### src/rtl/cmp_result_filter_pkg.sv
// Shared comparator codes, filter state encoding and a code legality helper.
// Latency: n/a (declarations only).
// Backpressure: n/a (declarations only).
package cmp_result_filter_pkg;

    // One-hot comparator result codes, shared with the comparator itself.
    localparam logic [2:0] CMP_GT = 3'b100;
    localparam logic [2:0] CMP_EQ = 3'b010;
    localparam logic [2:0] CMP_LT = 3'b001;

    typedef enum logic [1:0] {
        ST_EMPTY  = 2'd0,
        ST_TRACK  = 2'd1,
        ST_LOCKED = 2'd2
    } state_e;

    // A code is legal only if it is exactly one of the three one-hot values.
    function automatic logic is_legal_code(input logic [2:0] code);
        return (code == CMP_GT) || (code == CMP_EQ) || (code == CMP_LT);
    endfunction

endpackage

### src/rtl/cmp_result_filter_sat_counter.sv
// Saturating up-counter with synchronous clear; holds at all-ones.
// Latency: count reflects inc/clr on the following cycle.
// Backpressure: none; inc beyond saturation is dropped.
//
// Ports: clk, rst_n (async active-low), clr (sync clear, wins over inc),
//        inc (count one), cnt (registered count).
module sat_counter #(
    parameter int W = 8
) (
    input  logic         clk,
    input  logic         rst_n,
    input  logic         clr,
    input  logic         inc,
    output logic [W-1:0] cnt
);

    logic [W-1:0] cnt_q;
    logic [W-1:0] cnt_d;

    always_comb begin
        cnt_d = cnt_q;
        if (clr) begin
            cnt_d = '0;
        end else if (inc && (cnt_q != {W{1'b1}})) begin
            cnt_d = cnt_q + 1'b1;
        end
    end

    always_ff @(posedge clk or negedge rst_n) begin
        if (!rst_n) begin
            cnt_q <= '0;
        end else begin
            cnt_q <= cnt_d;
        end
    end

    assign cnt = cnt_q;

endmodule

### src/rtl/cmp_result_filter.sv
// Debounce filter for the comparator's one-hot result: accepts a code after STABLE_N matching strobes.
// Latency: outputs update on the edge sampling the qualifying strobe (visible next cycle).
// Backpressure: none; every strobe with in_vld high is consumed, idle cycles keep the run.
//
// Ports: clk, rst_n (async active-low), clr (sync clear, beats in_vld),
//        in_vld/Y (sampled code), res/res_vld (filtered result), chg (change pulse),
//        err (sticky illegal-code flag), chg_cnt (saturating change count).
module cmp_result_filter
    import cmp_result_filter_pkg::*;
#(
    parameter int STABLE_N = 4,
    parameter int CNT_W    = 8
) (
    input  logic             clk,
    input  logic             rst_n,
    input  logic             clr,
    input  logic             in_vld,
    input  logic [2:0]       Y,
    output logic [2:0]       res,
    output logic             res_vld,
    output logic             chg,
    output logic             err,
    output logic [CNT_W-1:0] chg_cnt
);

    localparam logic [3:0] STABLE_RUN = 4'(STABLE_N);

    state_e     state_q, state_d;
    logic [2:0] cand_q, cand_d;
    logic [3:0] run_q, run_d;
    logic [2:0] res_q, res_d;
    logic       res_vld_q, res_vld_d;
    logic       chg_q, chg_d;
    logic       err_q, err_d;
    logic       lock_entry;

    always_comb begin
        state_d    = state_q;
        cand_d     = cand_q;
        run_d      = run_q;
        res_d      = res_q;
        res_vld_d  = res_vld_q;
        chg_d      = 1'b0;
        err_d      = err_q;
        lock_entry = 1'b0;

        if (clr) begin
            state_d   = ST_EMPTY;
            cand_d    = '0;
            run_d     = '0;
            res_d     = '0;
            res_vld_d = 1'b0;
            err_d     = 1'b0;
        end else if (in_vld) begin
            if (!is_legal_code(Y)) begin
                // Drop the candidate but keep the last accepted result on display.
                err_d   = 1'b1;
                state_d = ST_EMPTY;
                cand_d  = '0;
                run_d   = '0;
            end else if ((state_q != ST_EMPTY) && (Y == cand_q)) begin
                // Run saturates at STABLE_N; further matches while locked are no-ops.
                if (run_q < STABLE_RUN) begin
                    run_d = run_q + 4'd1;
                    if (run_d == STABLE_RUN) begin
                        lock_entry = 1'b1;
                    end
                end
            end else begin
                cand_d = Y;
                run_d  = 4'd1;
                if (STABLE_RUN == 4'd1) begin
                    lock_entry = 1'b1;
                end else begin
                    state_d = ST_TRACK;
                end
            end

            if (lock_entry) begin
                state_d = ST_LOCKED;
                // A bounce that settles back on the shown value is not a change.
                if (!res_vld_q || (cand_d != res_q)) begin
                    res_d     = cand_d;
                    res_vld_d = 1'b1;
                    chg_d     = 1'b1;
                end
            end
        end
    end

    always_ff @(posedge clk or negedge rst_n) begin
        if (!rst_n) begin
            state_q   <= ST_EMPTY;
            cand_q    <= '0;
            run_q     <= '0;
            res_q     <= '0;
            res_vld_q <= 1'b0;
            chg_q     <= 1'b0;
            err_q     <= 1'b0;
        end else begin
            state_q   <= state_d;
            cand_q    <= cand_d;
            run_q     <= run_d;
            res_q     <= res_d;
            res_vld_q <= res_vld_d;
            chg_q     <= chg_d;
            err_q     <= err_d;
        end
    end

    // Counting chg_d keeps chg_cnt aligned with the chg pulse.
    sat_counter #(
        .W (CNT_W)
    ) u_chg_cnt (
        .clk   (clk),
        .rst_n (rst_n),
        .clr   (clr),
        .inc   (chg_d),
        .cnt   (chg_cnt)
    );

    assign res     = res_q;
    assign res_vld = res_vld_q;
    assign chg     = chg_q;
    assign err     = err_q;

endmodule
### config.mk
export PLATFORM = sky130hd
export DESIGN_NAME = cmp_result_filter
export DESIGN_NICKNAME = d
export VERILOG_FILES = /design/src/rtl/cmp_result_filter_pkg.sv /design/src/rtl/cmp_result_filter_sat_counter.sv /design/src/rtl/cmp_result_filter.sv
export SDC_FILE = /design/constraint.sdc
export NUM_CORES = 1
export LEC_CHECK = 0
export ABC_AREA = 1
export CAP_MARGIN = 10
export CORE_ASPECT_RATIO = 1.25
export CORE_UTILIZATION = 25
export DETAILED_ROUTE_END_ITERATION = 8
export GPL_TIMING_DRIVEN = 0
export SLEW_MARGIN = 20
export SYNTH_ARGS = -nofsm -noshare
export SYNTH_HDL_FRONTEND = slang
export SYNTH_SLANG_ARGS = --single-unit
### constraint.sdc
create_clock -name clk -period 4.2 [get_ports clk]
set_clock_uncertainty 0.05 [all_clocks]
set_input_delay 0.84 -clock clk [delete_from_list [all_inputs] [get_ports clk]]
set_output_delay 0.84 -clock clk [all_outputs]
set_load 0.05 [all_outputs]
---- Word level (Yosys, flattened, before mapping) ----
Cells that the tools add are included.
operators by class
  reductions and logical operators ........ 15
  muxes and demuxes ....................... 39
  $add $sub $neg .......................... 2
  equal/unequal tests ..................... 10
  $lt $le $gt $ge ......................... 1
operator list
  kind                                                                           count
  3-bit two-way mux                                                              10
  4-bit two-way mux                                                              5
  1-bit two-way mux                                                              17
  8-bit two-way mux                                                              2
  2-bit two-way mux                                                              5
  2-bit nonzero test                                                             5
  8-bit by 1-bit adder with 8-bit output (second input constant)                 1
  4-bit by 3-bit != test with 1-bit output (second input constant)               2
  8-bit != test (second input constant)                                          1
  2-bit AND reduction                                                            3
  4-bit by 1-bit adder with 4-bit output (second input constant)                 1
  4-bit by 3-bit == test with 1-bit output (second input constant)               1
  4-bit by 3-bit less-than comparator with 1-bit output (second input constant)  1
  3-bit by 1-bit == test with 1-bit output (second input constant)               1
  3-bit by 2-bit == test with 1-bit output (second input constant)               1
  3-bit == test                                                                  1
  3-bit == test (second input constant)                                          1
  1-bit logical OR                                                               3
  3-bit != test                                                                  1
  3-bit AND reduction                                                            1
  1-bit logical AND                                                              2
  2-bit != test (second input constant)                                          1
  1-bit zero test                                                                1
word-level totals
  output and inout port bits .............. 14
  bits of input ports ..................... 7
  register bits ........................... 23
  word-level logic and storage cells ...... 75

---- Depth between registers and ports, before layout ----
  depth in word-level cells ............... 15
  gate-level depth with buffers ........... 10
  gate-level depth less buffers ........... 10

---- Hierarchy ----
From an unflattened synthesis, not the netlist that was laid out.
unflattened totals
  cell total of the unflattened synthesis .. 191
  area, all modules ....................... 1,373.8 µm²
modules (own cells, without submodules)
  module             sequential area each (µm²)  cells each  area an instance (µm²)  instances
  cmp_result_filter  375.4                       117         862.1                   1
  sat_counter        200.2                       74          511.7                   1

---- Worst setup path before layout ----
OpenSTA, ideal clock, no wires.
  kind .................................... input to register
  start point ............................. input port Y[1]
  end point ............................... register u_chg_cnt.cnt_q[2], in the netlist u_chg_cnt.cnt[2]
  cell stages on the path ................. 8
  data required time ...................... 4.031 ns
  arrival ................................. 1.719 ns
  path buffers ............................ 0
  setup slack ............................. 2.312 ns
  library setup time ...................... 0.119 ns
  path through ............................ nor2_1 -> nand2_1 -> nand2_2 -> nand2_2 -> nor2_4 -> nand4_2 -> nand3_1 -> nand2_1
between the ends
  longest elaborated chain between the ends .. 14
  elaborated cells between the ends (all ways) .. 23
  classes of those cells .................. eq/ne: 5; mux: 12; reduce/logical: 6
RTL lines
  what                                                          line                                                  text
  start, declared                                               cmp_result_filter.sv:18                               input logic [2:0] Y,
  3-bit == test (tied with other cells)                         cmp_result_filter.sv:61                               end else if ((state_q != ST_EMPTY) && (Y == cand_q)) begin
  1-bit logical AND / 1-bit logical OR (equally long branches)  cmp_result_filter.sv:61, cmp_result_filter_pkg.sv:19
  3-bit two-way mux / 1-bit logical OR (equally long branches)  cmp_result_filter.sv:61, cmp_result_filter_pkg.sv:19
  3-bit two-way mux                                             cmp_result_filter.sv:55                               if (!is_legal_code(Y)) begin
  3-bit two-way mux                                             cmp_result_filter.sv:54                               end else if (in_vld) begin
  3-bit two-way mux                                             cmp_result_filter.sv:47                               if (clr) begin
  3-bit != test                                                 cmp_result_filter.sv:82                               if (!res_vld_q || (cand_d != res_q)) begin
  1-bit logical OR                                              cmp_result_filter.sv:82
  1-bit two-way mux                                             cmp_result_filter.sv:82
  1-bit two-way mux (*)                                         cmp_result_filter.sv:79                               if (lock_entry) begin
  1-bit two-way mux (*)                                         cmp_result_filter.sv:54
  1-bit two-way mux (*)                                         cmp_result_filter.sv:47
  1-bit logical AND (*)                                         cmp_result_filter_sat_counter.sv:24                   end else if (inc && (cnt_q != {W{1'b1}})) begin
  2-bit nonzero test (no source line) (*)                       -
  end signal, assigned                                          cmp_result_filter_sat_counter.sv:33                   cnt_q <= cnt_d;
  end, declared                                                 cmp_result_filter_sat_counter.sv:17                   logic [W-1:0] cnt_q;
Every way passes the cells marked *; elsewhere a longest branch is shown, timed or not. The select of a mux whose other input is x is not followed.
A chain may end at the register's enable or synchronous reset.

---- Final worst setup path ----
  start point ............................. register u_chg_cnt.cnt_q[2], in the netlist u_chg_cnt.cnt[2]
  end point ............................... output port chg_cnt[2]
RTL lines
  what           line                     text
  end, declared  cmp_result_filter.sv:23  output logic [CNT_W-1:0] chg_cnt
No word-level cell between the ends.

==> summary.md <==
| Metric | Value |
|---|---|
| Antenna Diode Count | `0` |
| First-pass GRT wire length | `4640 um` |
| Netlist area before placement | `1290 um^2` |
| Vias in the first global route | `~1100` |
| Chip Width | `66.3 um` |
| Die Area | `5470 um^2` |
| H-tree Lvls | `1` |
| Post-synth top area cell | `dfrtp_1` |
| DIE HEIGHT | `approximately 82 um` |
| Crit path time final | `2.45 ns` |
| Cell Count, Final, Fillers Out | `253` |
| Drt drc | `0` |
| Overall power | `0.409 mW` |
| # IOs | `21` |
| Post-synth top area share | `0.445` |
| Global route total overflow | `0` |
| DRT antenna net count | `0` |
| Worst-path clk slew | `0.08 ns` |
| Critical Path Sink Type | `output port` |
| GP Congestion | `0.745` |
| Seq cells post-synth | `23` |
| Pre-CTS WS | `1.52 ns` |
| Post-synth EDFFs | `0` |
| Min-Delay Path Class | `reg -> reg` |
| Clock Path Buffers | `2` |
| Critical Path Max Stage Delay | `0.84 ns` |
| Worst path bufs/invs | `1` |
| PortBufs | `19` |
| Data arrival, critical path | `between 1.5 and 2 ns` |
| FFs w/ async S/R, synth | `1.00` |
| Cell variety after synth | `25` |
| Starting Density | `0.266` |
| CTS tree | `done` |
| Post-route setup slack | `1.75 ns` |
| Post-CTS sizing | `0` |
| FP Rows | `28` |
| Area contributors post-synth | `dfrtp_1 44%, nand2_1 11%, nand3_1 11%` |
| Family with the most delay on the worst path | `buffers and inverters` |
| Clock sinks | `23` |
| CTS Root Cell | `clkbuf_8` |
| GRT Total Usage | `0.110` |
| Pwr/cell area | `approximately 260 nW/um^2` |
| Hold_buf cts | `0` |
| Yosys warns | `0` |
| VDD IR-drop max | `between 0.1 and 0.15 mV` |
| WS Path Type | `reg -> out` |
| RSZ-0062 raised after global routing | `no` |
| Post-Place Cells | `249` |
| Post-detail-place hpwl | `1970 um` |
| Wire per inst | `10.6 um` |
| Max Cap Viol | `0` |
| LEAKAGE | `0.784 nW` |
| Setup TNS | `0 ns` |
| Fin. max-slew vios | `0` |
| Syn_nets | `179` |
| Fin crit share | `0.583` |
| Vias/cell | `4.39` |
| Routed WL | `2670 um` |
| Fin. Hold Viols | `0` |
| Post-CTS setup buffer count | `0` |
| CP Data Required Time | `3.31 ns` |
| Avg Inst Size Synth | `7.61 um^2` |
| Startpoint types | `flip-flop` |
| Crit-path max FO | `6` |
| Initial antenna violation count | `0` |
| Fillers | `510` |
| Worst-Margin Slew | `0.523 ns` |
| Area delta synth->final | `23.7%` |
| Worst hold margin | `0.439 ns` |
| Num CTS Buffers | `3` |
| Via count | `1111` |
| Nets | `203` |
| Largest net degree at the start of global routing | `24` |
| Status | `finished, final reports clean` |
| Predominant post-synthesis flop cell | `dfrtp_1` |
| Max_slew headroom | `0.651` |
| Pre-Repair DR Iteration Count | `4` |
| Synth Instances | `170` |
| DR iter-0 viols | `roughly 70` |
| Core Box Area | `about 5000 um^2` |
| Crit-path cells | `clkdlybuf4s50_1` |
| Sequential area share after synthesis | `0.445` |
| # setup viols final | `0` |
| Fmax achieved | `around 410 MHz` |
| Slowest CP cell | `clkdlybuf4s50_1` |
| Skew-Pair Late Insertion Delay | `0.26 ns` |
| Share of cells above drive strength 1 | `0.0881` |
-- cell usage in the layout, fill, tap and decap left out --
cell and n:
a21oi_1 5, buf_2 3, clkbuf_1 1, clkbuf_8 3, clkdlybuf4s50_1 18, clkinv_2 1
dfrtp_1 23, ha_1 2, inv_1 23, inv_2 2, nand2_1 39, nand2_2 2
nand3_1 28, nand3_2 1, nand3_4 1, nand3b_1 1, nand4_1 1, nand4_2 1
nor2_1 16, nor2_2 1, nor2_4 2, nor3_1 1, o21a_1 1, o21ai_0 10
o22ai_1 1, or2_1 1, xnor2_1 2, xor2_1 3
-- state kept, by name, indices dropped and copies added (netlist names) --
signal and cells:
cand_q 3, state_q 2, res_vld 1, res 3, u_chg_cnt.cnt 8, chg 1, err 1, run_q 4
-- metrics by stage --
stage	area [um^2]	utilization
global route	1600	0.329
finish	1600	0.329
CTS	1610	0.330
floorplan	1290	-
global placement	1560	0.320
detailed placement	1560	0.320
-- power by group --
group          leakage [nW]  internal [mW]  switching [mW]
clock                0.0255         0.0661          0.0708
combinational         0.443         0.0140          0.0308
sequential            0.316          0.225         0.00233
total                 0.784          0.306           0.104
-- final cells by class --
type	count	area [um^2]	share of cell area
buffer	3	13.8	0.00860
clock buffer	3	41.3	0.0258
clock inverter	1	5.00	0.00313
inverter	25	93.8	0.0586
multi-input combinational	119	611	0.382
sequential	23	576	0.360
tap	60	75.1	0.0469
timing repair buffer	19	185	0.116
-- worst min-delay path, cell delays in order (launching register included) --
cell and delay [ns]:
dfrtp_1 0.37, inv_1 0.05, nor2_1 0.04
-- synthesized netlist by cell type, drive strengths merged, types with 2 or more instances --
cell	number
inv	25
nand3	30
buf	2
o21ai	10
nor2	19
nand4	2
xor2	3
dfrtp	23
a21oi	5
xnor2	2
nand2	41
ha	2
-- metal layers --
layer  vias up  global-route usage  share of wire
li1        586                   -              -
met1       506               0.139           0.49
met5         -                   0              0
met4         0              0.0319         0.0071
met3         2              0.0165          0.034
met2        17               0.191           0.46
-- cells by family after synthesis --
group | count (synthesis) | synth area share
adder cells (fa/ha/maj) | 2 | 0.0193
AND/OR/NAND/NOR | 95 | 0.350
XOR/XNOR | 5 | 0.0339
flip-flops | 23 | 0.445
buffers and inverters | 28 | 0.0832
AO/OA/AOI/OAI | 17 | 0.0687
-- path summary, 6_finish.rpt --
kind | from | endpoint | slack [ns] | cells after the start
min | run_q[3] | run_q[3] | 0.44 | 2
max in group asynchronous | rst_n | u_chg_cnt.cnt[0] | 3.25 | 1
min in group asynchronous | rst_n | err | 0.50 | 1
max reg2reg | run_q[2] | u_chg_cnt.cnt[0] | 2.57 | 8
max | u_chg_cnt.cnt[2] | chg_cnt[2] | 1.75 | 1
min reg2reg | run_q[3] | run_q[3] | 0.44 | 2
No activity file was read; power rests on OpenSTA's default activity.
